`src/rtl/shift_s_to_p_pkg.sv`:
```
// ---------------------------------------------------------------------------
// shift_s_to_p_pkg
// Shared definitions for the serial-to-parallel receiver:
//   - DW_DEFAULT     : default payload width (bits per frame)
//   - cnt_width()    : bit-counter width needed for a given payload width
//   - CNT_W_DEFAULT  : counter width for the default payload width
//   - state_e        : receiver FSM states (ST_PARITY is only reachable when
//                      SHIFT_S_TO_P_PARITY_EN is defined)
// ---------------------------------------------------------------------------
package shift_s_to_p_pkg;

    localparam int DW_DEFAULT = 8;

    // The counter only has to hold 0..DW-1.
    function automatic int cnt_width(input int dw);
        return (dw > 2) ? $clog2(dw) : 1;
    endfunction

    localparam int CNT_W_DEFAULT = cnt_width(DW_DEFAULT);

    typedef enum logic [1:0] {
        ST_IDLE   = 2'd0,
        ST_SHIFT  = 2'd1,
        ST_PARITY = 2'd2
    } state_e;

endpackage

```
`src/rtl/s2p_shreg.sv`:
```
// ---------------------------------------------------------------------------
// s2p_shreg
// Shift register and bit counter of the serial-to-parallel receiver.
//   clk_i   : clock, state changes on posedge
//   rst_ni  : asynchronous active-low reset (clears register and counter)
//   load_i  : frame start: sin_i becomes bit 0, counter = 1
//   shift_i : shift sin_i in at the LSB end, counter + 1
//   sin_i   : serial data, MSB first
//   sreg_o  : current shift register contents
//   cnt_o   : number of bits collected in the current frame
// load_i has priority over shift_i.
// ---------------------------------------------------------------------------
module s2p_shreg #(
    parameter int DW = 8,
    parameter int CW = 3
) (
    input  logic          clk_i,
    input  logic          rst_ni,
    input  logic          load_i,
    input  logic          shift_i,
    input  logic          sin_i,
    output logic [DW-1:0] sreg_o,
    output logic [CW-1:0] cnt_o
);

    logic [DW-1:0] sreg_q, sreg_d;
    logic [CW-1:0] cnt_q,  cnt_d;

    always_comb begin
        sreg_d = sreg_q;
        cnt_d  = cnt_q;
        if (load_i) begin
            // Older bits are shifted out before the frame completes, but
            // clearing them keeps the register contents easy to read.
            sreg_d = {{(DW-1){1'b0}}, sin_i};
            cnt_d  = CW'(1);
        end else if (shift_i) begin
            sreg_d = {sreg_q[DW-2:0], sin_i};
            cnt_d  = cnt_q + 1'b1;
        end
    end

    always_ff @(posedge clk_i or negedge rst_ni) begin
        if (!rst_ni) begin
            sreg_q <= '0;
            cnt_q  <= '0;
        end else begin
            sreg_q <= sreg_d;
            cnt_q  <= cnt_d;
        end
    end

    assign sreg_o = sreg_q;
    assign cnt_o  = cnt_q;

endmodule

```
`src/rtl/shift_s_to_p.sv`:
```
// ---------------------------------------------------------------------------
// shift_s_to_p
// Serial-to-parallel receiver: collects DW bits (MSB first) after a start
// strobe and presents them as a parallel frame with a valid/ready output.
//   Clock      : clock, all state changes on posedge
//   rst        : asynchronous active-low reset
//   sIn        : serial data, MSB first, one bit per Clock
//   start      : high in the cycle sIn carries the frame MSB (also restarts
//                a frame in progress)
//   data       : last completed frame
//   valid      : data holds an unconsumed frame
//   ready      : consumer takes data at a posedge where valid && ready
//   overrun    : sticky, a completed frame was dropped because data was full
//   ovr_clr    : synchronous clear of overrun (a same-edge overrun wins)
//   parity_err : parity result of the frame in data
//   state_o    : current FSM state (state_e encoding), for observation
// Handshake: a frame is transferred at a posedge where valid && ready; data is
// held stable while valid && !ready, and valid only drops on a transfer edge
// at which no new frame completes.
// Optional feature macro SHIFT_S_TO_P_PARITY_EN: one even-parity bit follows
// bit DW-1; completion moves to that edge and parity_err reports
// XOR(frame, parity bit). Without it parity_err is tied to 0.
// ---------------------------------------------------------------------------
module shift_s_to_p
    import shift_s_to_p_pkg::*;
#(
    parameter int DW = DW_DEFAULT
) (
    input  logic          Clock,
    input  logic          rst,
    input  logic          sIn,
    input  logic          start,
    output logic [DW-1:0] data,
    output logic          valid,
    input  logic          ready,
    output logic          overrun,
    input  logic          ovr_clr,
    output logic          parity_err,
    output logic [1:0]    state_o
);

    localparam int CW = cnt_width(DW);

    state_e        state_q, state_d;
    logic [DW-1:0] sreg;
    logic [CW-1:0] cnt;
    logic          load, shift;
    logic          done;
    logic [DW-1:0] frame;
    logic          accept;
    logic [DW-1:0] data_q, data_d;
    logic          valid_q, valid_d;
    logic          ovr_q, ovr_d;
`ifdef SHIFT_S_TO_P_PARITY_EN
    logic          perr_new;
    logic          perr_q, perr_d;
`endif

    s2p_shreg #(
        .DW (DW),
        .CW (CW)
    ) u_shreg (
        .clk_i   (Clock),
        .rst_ni  (rst),
        .load_i  (load),
        .shift_i (shift),
        .sin_i   (sIn),
        .sreg_o  (sreg),
        .cnt_o   (cnt)
    );

    // Next state, shift control and frame completion.
    always_comb begin
        state_d  = state_q;
        load     = 1'b0;
        shift    = 1'b0;
        done     = 1'b0;
        // Without parity the frame completes on the edge that samples the
        // last bit, so the full frame is the register plus the live bit.
        frame    = {sreg[DW-2:0], sIn};
`ifdef SHIFT_S_TO_P_PARITY_EN
        perr_new = 1'b0;
`endif
        case (state_q)
            ST_IDLE: begin
                if (start) begin
                    load    = 1'b1;
                    state_d = ST_SHIFT;
                end
            end
            ST_SHIFT: begin
                if (start) begin
                    load = 1'b1;             // abort and restart
                end else begin
                    shift = 1'b1;
                    if (cnt == CW'(DW-1)) begin
`ifdef SHIFT_S_TO_P_PARITY_EN
                        state_d = ST_PARITY;
`else
                        done    = 1'b1;
                        state_d = ST_IDLE;
`endif
                    end
                end
            end
`ifdef SHIFT_S_TO_P_PARITY_EN
            ST_PARITY: begin
                if (start) begin
                    load    = 1'b1;
                    state_d = ST_SHIFT;
                end else begin
                    done     = 1'b1;
                    frame    = sreg;         // all DW bits already shifted in
                    perr_new = ^{sreg, sIn};
                    state_d  = ST_IDLE;
                end
            end
`endif
            default: state_d = ST_IDLE;
        endcase
    end

    // Output register and flags.
    assign accept = !valid_q || ready;

    always_comb begin
        data_d  = data_q;
        valid_d = valid_q;
        ovr_d   = ovr_q;
`ifdef SHIFT_S_TO_P_PARITY_EN
        perr_d  = perr_q;
`endif
        if (done && accept) begin
            data_d  = frame;
            valid_d = 1'b1;
`ifdef SHIFT_S_TO_P_PARITY_EN
            perr_d  = perr_new;
`endif
        end else if (valid_q && ready) begin
            valid_d = 1'b0;
        end
        if (done && !accept) begin
            ovr_d = 1'b1;
        end else if (ovr_clr) begin
            ovr_d = 1'b0;
        end
    end

    always_ff @(posedge Clock or negedge rst) begin
        if (!rst) begin
            state_q <= ST_IDLE;
            data_q  <= '0;
            valid_q <= 1'b0;
            ovr_q   <= 1'b0;
`ifdef SHIFT_S_TO_P_PARITY_EN
            perr_q  <= 1'b0;
`endif
        end else begin
            state_q <= state_d;
            data_q  <= data_d;
            valid_q <= valid_d;
            ovr_q   <= ovr_d;
`ifdef SHIFT_S_TO_P_PARITY_EN
            perr_q  <= perr_d;
`endif
        end
    end

    assign data    = data_q;
    assign valid   = valid_q;
    assign overrun = ovr_q;
    assign state_o = state_q;
`ifdef SHIFT_S_TO_P_PARITY_EN
    assign parity_err = perr_q;
`else
    assign parity_err = 1'b0;
`endif

endmodule

```
`config.mk`:
```
export PLATFORM = sky130hd
export DESIGN_NAME = shift_s_to_p
export DESIGN_NICKNAME = d
export VERILOG_FILES = /design/src/rtl/shift_s_to_p_pkg.sv /design/src/rtl/s2p_shreg.sv /design/src/rtl/shift_s_to_p.sv
export SDC_FILE = /design/constraint.sdc
export NUM_CORES = 1
export LEC_CHECK = 0
export BUFFER_PORTS_ARGS = -buffer_cell sky130_fd_sc_hd__buf_4
export CAP_MARGIN = 40
export CORE_MARGIN = 1.5
export CORE_UTILIZATION = 41
export CTS_CLUSTER_DIAMETER = 200
export DETAILED_ROUTE_END_ITERATION = 7
export PLACE_DENSITY = 0.69
export SLEW_MARGIN = 20
export SYNTH_ARGS = -nofsm -noshare
export SYNTH_HDL_FRONTEND = slang
export SYNTH_HIERARCHICAL = 1
export SYNTH_SLANG_ARGS = --single-unit
```
`constraint.sdc`:
```
create_clock -name Clock -period 2.3 [get_ports Clock]
set_input_delay 0.115 -clock Clock [delete_from_list [all_inputs] [get_ports Clock]]
set_output_delay 0.115 -clock Clock [all_outputs]
set_load 0.1 [all_outputs]
```
## Word-level counts from Yosys, hierarchy flattened

Index checks and enable logic that the tools add are counted.

- Memory bits (read-only): 0
- Memories: 0
- Input bits: 6
- Output and inout bits: 13
- RAM bits: 0
- Logic and storage cells: 43
- Register bits after elaboration: 22
- Latch bits: 0

- $add $sub $neg: 1
- Shift-type cells: 0
- Equality and inequality tests: 5
- Mux-type cells: 19
- Bitwise logic cells: 0
- Div/mod/pow operators: 0
- Reductions and logical operators: 12
- Order comparisons: 0
- $mul: 0

Operators by type and width:

| cell | number |
|---|---|
| $mux 7 | 2 |
| $mux 1 | 11 |
| $mux 2 | 3 |
| $mux 3 | 2 |
| $ne 2x2->1 const B | 3 |
| $reduce_bool 2->1 | 3 |
| $pmux 2 s2 | 1 |
| $add 3x1->3 const B | 1 |
| $eq 3x3->1 const B | 1 |
| $logic_and 1x1->1 | 3 |
| $reduce_and 3->1 | 1 |
| $eq 2x1->1 const B | 1 |
| $logic_not 1->1 | 2 |
| $logic_not 2->1 | 1 |
| $reduce_or 2->1 | 1 |
| $logic_or 1x1->1 | 1 |

## Longest topological paths before layout

- Depth in word-level cells: 6
- Depth in mapped cells: 4
- Mapped depth without buffers: 3

## By module

Netlist, hierarchy kept.

By module, submodules not included:

| module | instances | sequential area each (µm²) | area an instance (µm²) | cells an instance |
|---|---|---|---|---|
| shift_s_to_p | 1 | 275.3 | 491.7 | 32 |
| s2p_shreg | 1 | 275.3 | 470.5 | 37 |

## Worst setup path after synthesis

Ideal clock, no wire load.

- Path type: register -> register
- From: register state_q[0] (netlist: state_o[0])
- To: register u_shreg.cnt_q[1] (netlist: u_shreg/cnt_o[1])
- Period minus slack after synthesis: 1824 ps
- Stages on the path, launching flop included: 5
- Slack: 476 ps
- Required time: 2178 ps
- Setup time: 122 ps
- Buffers on the path: 1
- Data arrival time: 1703 ps
- Path through: dfrtp_1 -> nor2b_1 -> buf_6 -> mux2i_1 -> nor2_1

- Elaborated cells on any way between the ends: 7
- Those cells by class: eq/ne (1); mux (3); reduce/logical (3)

RTL lines:

| element | line | source |
|---|---|---|
| from (decl) | shift_s_to_p.sv:44 | `state_e state_q, state_d;` |
| from (signal assigned) | shift_s_to_p.sv:159 | `state_q <= state_d;` |
| $eq 2x1->1 | shift_s_to_p.sv:84 | `case (state_q)` |
| $mux 1 | shift_s_to_p.sv:84 |  |
| net shift | shift_s_to_p.sv:47 | `logic load, shift;` |
| $reduce_bool 2->1 (no line) | -- |  |
| to (signal assigned) | s2p_shreg.sv:49 | `cnt_q <= cnt_d;` |
| to (decl) | s2p_shreg.sv:27 | `logic [CW-1:0] cnt_q, cnt_d;` |

The timed path passes the listed nets, and every way through them passes these cells.
A chain may end at the register's enable or synchronous reset.

## Worst setup path in the final report

- From: register u_shreg.cnt_q[0] (netlist: u_shreg/cnt_o[0])
- To: register data_q[0] (netlist: data[0])

- Word-level cells in the longest chain between the ends: 5

Ends and longest elaborated chain:

| element | line | source |
|---|---|---|
| $eq 3x3->1 | shift_s_to_p.sv:96 | `if (cnt == CW'(DW-1)) begin` |
| $mux 1 | shift_s_to_p.sv:96 |  |
| $mux 1 | shift_s_to_p.sv:92 | `if (start) begin` |
| $mux 1 | shift_s_to_p.sv:84 |  |
| $logic_and 1x1->1 | shift_s_to_p.sv:133 | `if (done && accept) begin` |
| to (signal assigned) | shift_s_to_p.sv:160 | `data_q <= data_d;` |
| to (decl) | shift_s_to_p.sv:51 | `logic [DW-1:0] data_q, data_d;` |

No other way between the ends.

==> run metrics <==
Tot Pwr 765 µW; Clock Path Buffers 2; CP max FO 8; largest net degree at the start of global routing 22; Worst Skew 9.37 ps; input/output buffers 16; DIE AREA 2550 µm²; LEAKAGE 0.000551 µW; setup tns final 0 ps; DPL Wire Length 996 µm; number of detailed-route iterations in the first pass 3; Mapped Cells 66; startpoint types flip-flop; crit path buf inv count 0; Clock transition at path regs 120 ps; Slew Viols, Final 0; PD cells 699 nW/µm²; HP Class input pin to flip-flop; routability cong. 0.718; TritonCTS Sinks 21; count of final setup violators 0; final worst-path cycle share 69.8%; # DRC 0; Synth-to-Final Area Change 18.4%; average wire per standard cell 13.0 µm; io pins 19; clock root buffer master clkbuf_4; Initial Util 45.2%; Worst Setup End Kind flip-flop; WS Path Type flip-flop to flip-flop; reg2reg start u_shreg/cnt_o[0]$_DFFE_PN0P_; Crit path arrival time 1800 ps; CP cell instances nand3_1, and4bb_1, mux2_4; Final Critical Period 1610 ps; fmax 623 MHz; post-CTS sizing 0; Slowest-stage cell, CP and4bb_1; post-synthesis cell area 923 µm²; GRT Overall Usage 13.1%; Crit path largest cell delay 620 ps; H-tree depth 1; Ant. Diodes 0; area of the core 2040 µm²; setup bufs post-CTS 0; Core Rows 16; hold buffers post-CTS 2; Clock Latency Late Sink 310 ps; setup repair after global routing missed its margin false; global-route wire length before repair 2.40 mm; worst slew pin tran 526 ps; hold_sp start; fillers 190; CP required 2500 ps; peak supply drop 0.000383 V; Net count, final 93; layout cells sized above 1 38.8%; Yosys Warn Count 6; CTS tree built; Area after DPL 1050 µm²; Hold Violations, Final 0; starting DRC count in detailed routing 3; vias after detailed routing 534; Via-to-Cell Ratio 4.77; vias in the first global route 546; TritonCTS buffer count 3; final WL 1.46 mm; Slew Limit Headroom 64.9%; Die W 50.5 µm; Critical path origin u_shreg/cnt_o[0]$_DFFE_PN0P_; total gr overflow 0; antenna violations before repair 0; Max Cap Viol 0; status finished, final reports clean; Die Y 50.5 µm; critical path's top delay family simple AND/OR/NAND/NOR gates; Synth Area per Inst 14.0 µm²; antenna violation net count after detailed routing 0; design area 1090 µm²
-- final cells by class --
type / instances / area, µm² / area share [%]
inverters: 1 / 3.75 / 0.343
flip-flops and latches: 21 / 526 / 48.1
clock inverters: 1 / 5.00 / 0.458
repair buffers: 19 / 148 / 13.5
multi-input cells: 40 / 355 / 32.5
clock buffers: 3 / 22.5 / 2.06
well taps: 27 / 33.8 / 3.09
-- sequential cells by signal, summed over array words and instances, names as in the netlist --
name            cells
u_shreg/cnt_o       3
valid               1
state_o             1
data                8
overrun             1
u_shreg/sreg_o      7
-- layer usage --
layer  vias to the layer above  track usage, %  share of wire (%)
met1                       258            14.8                 46
met3                         2            5.36                5.6
met5                         -               0                  0
met2                        17            21.9                 47
met4                         0            5.41               0.96
li1                        257               -                  -
-- power breakdown --
part	internal, µW	total [µW]	switching, µW
logic	53.0	182	129
clock network	65.0	178	113
registers	389	405	16.0
total	507	765	258
-- path summary, 6_finish.rpt --
| kind | endpoint | depth (start not counted) | slack (ps) |
|---|---|---|---|
| setup / recovery | data[0]$_DFFE_PN0P_ | 3 | 690 |
| hold reg to reg | data[2]$_DFFE_PN0P_ | 1 | 530 |
| setup reg to reg | data[0]$_DFFE_PN0P_ | 3 | 690 |
| hold / removal | u_shreg/cnt_o[2]$_DFFE_PN0P_ | 2 | 40 |
| min in group asynchronous | data[3]$_DFFE_PN0P_ | 2 | 210 |
| max in group asynchronous | data[0]$_DFFE_PN0P_ | 2 | 1870 |
-- stage by stage --
step           hold slack [ps]  std cells  utilization (%)  setup slack, ps
6_report                  42.2        112             53.6              694
5_1_grt                   33.3        112             53.6              602
4_1_cts                   26.8        112             53.6              665
3_5_place_dp              14.6        106             51.2              681
3_3_place_gp              9.71        106             51.2              735
2_1_floorplan             -181         67                -              486
-- placed cells by master (no fill, tap or decap) --
cell           instances
ha_1                   1
nand2b_4               1
xnor2_1                1
a21o_2                 1
nor2b_1                1
nand3b_1               1
nand2_1                1
inv_1                  1
clkbuf_4               3
mux2_4                 8
clkinv_2               1
o22ai_1                1
conb_1                 2
nand4_1                1
mux2_2                 1
nor2_1                 8
a21oi_2                1
a21bo_1                1
nand2b_1               1
dlygate4sd3_1          2
and4bb_1               1
buf_4                 17
mux2i_1                7
dfrtp_1               21
nand3_1                1
Power figures use the tool's default switching activity.
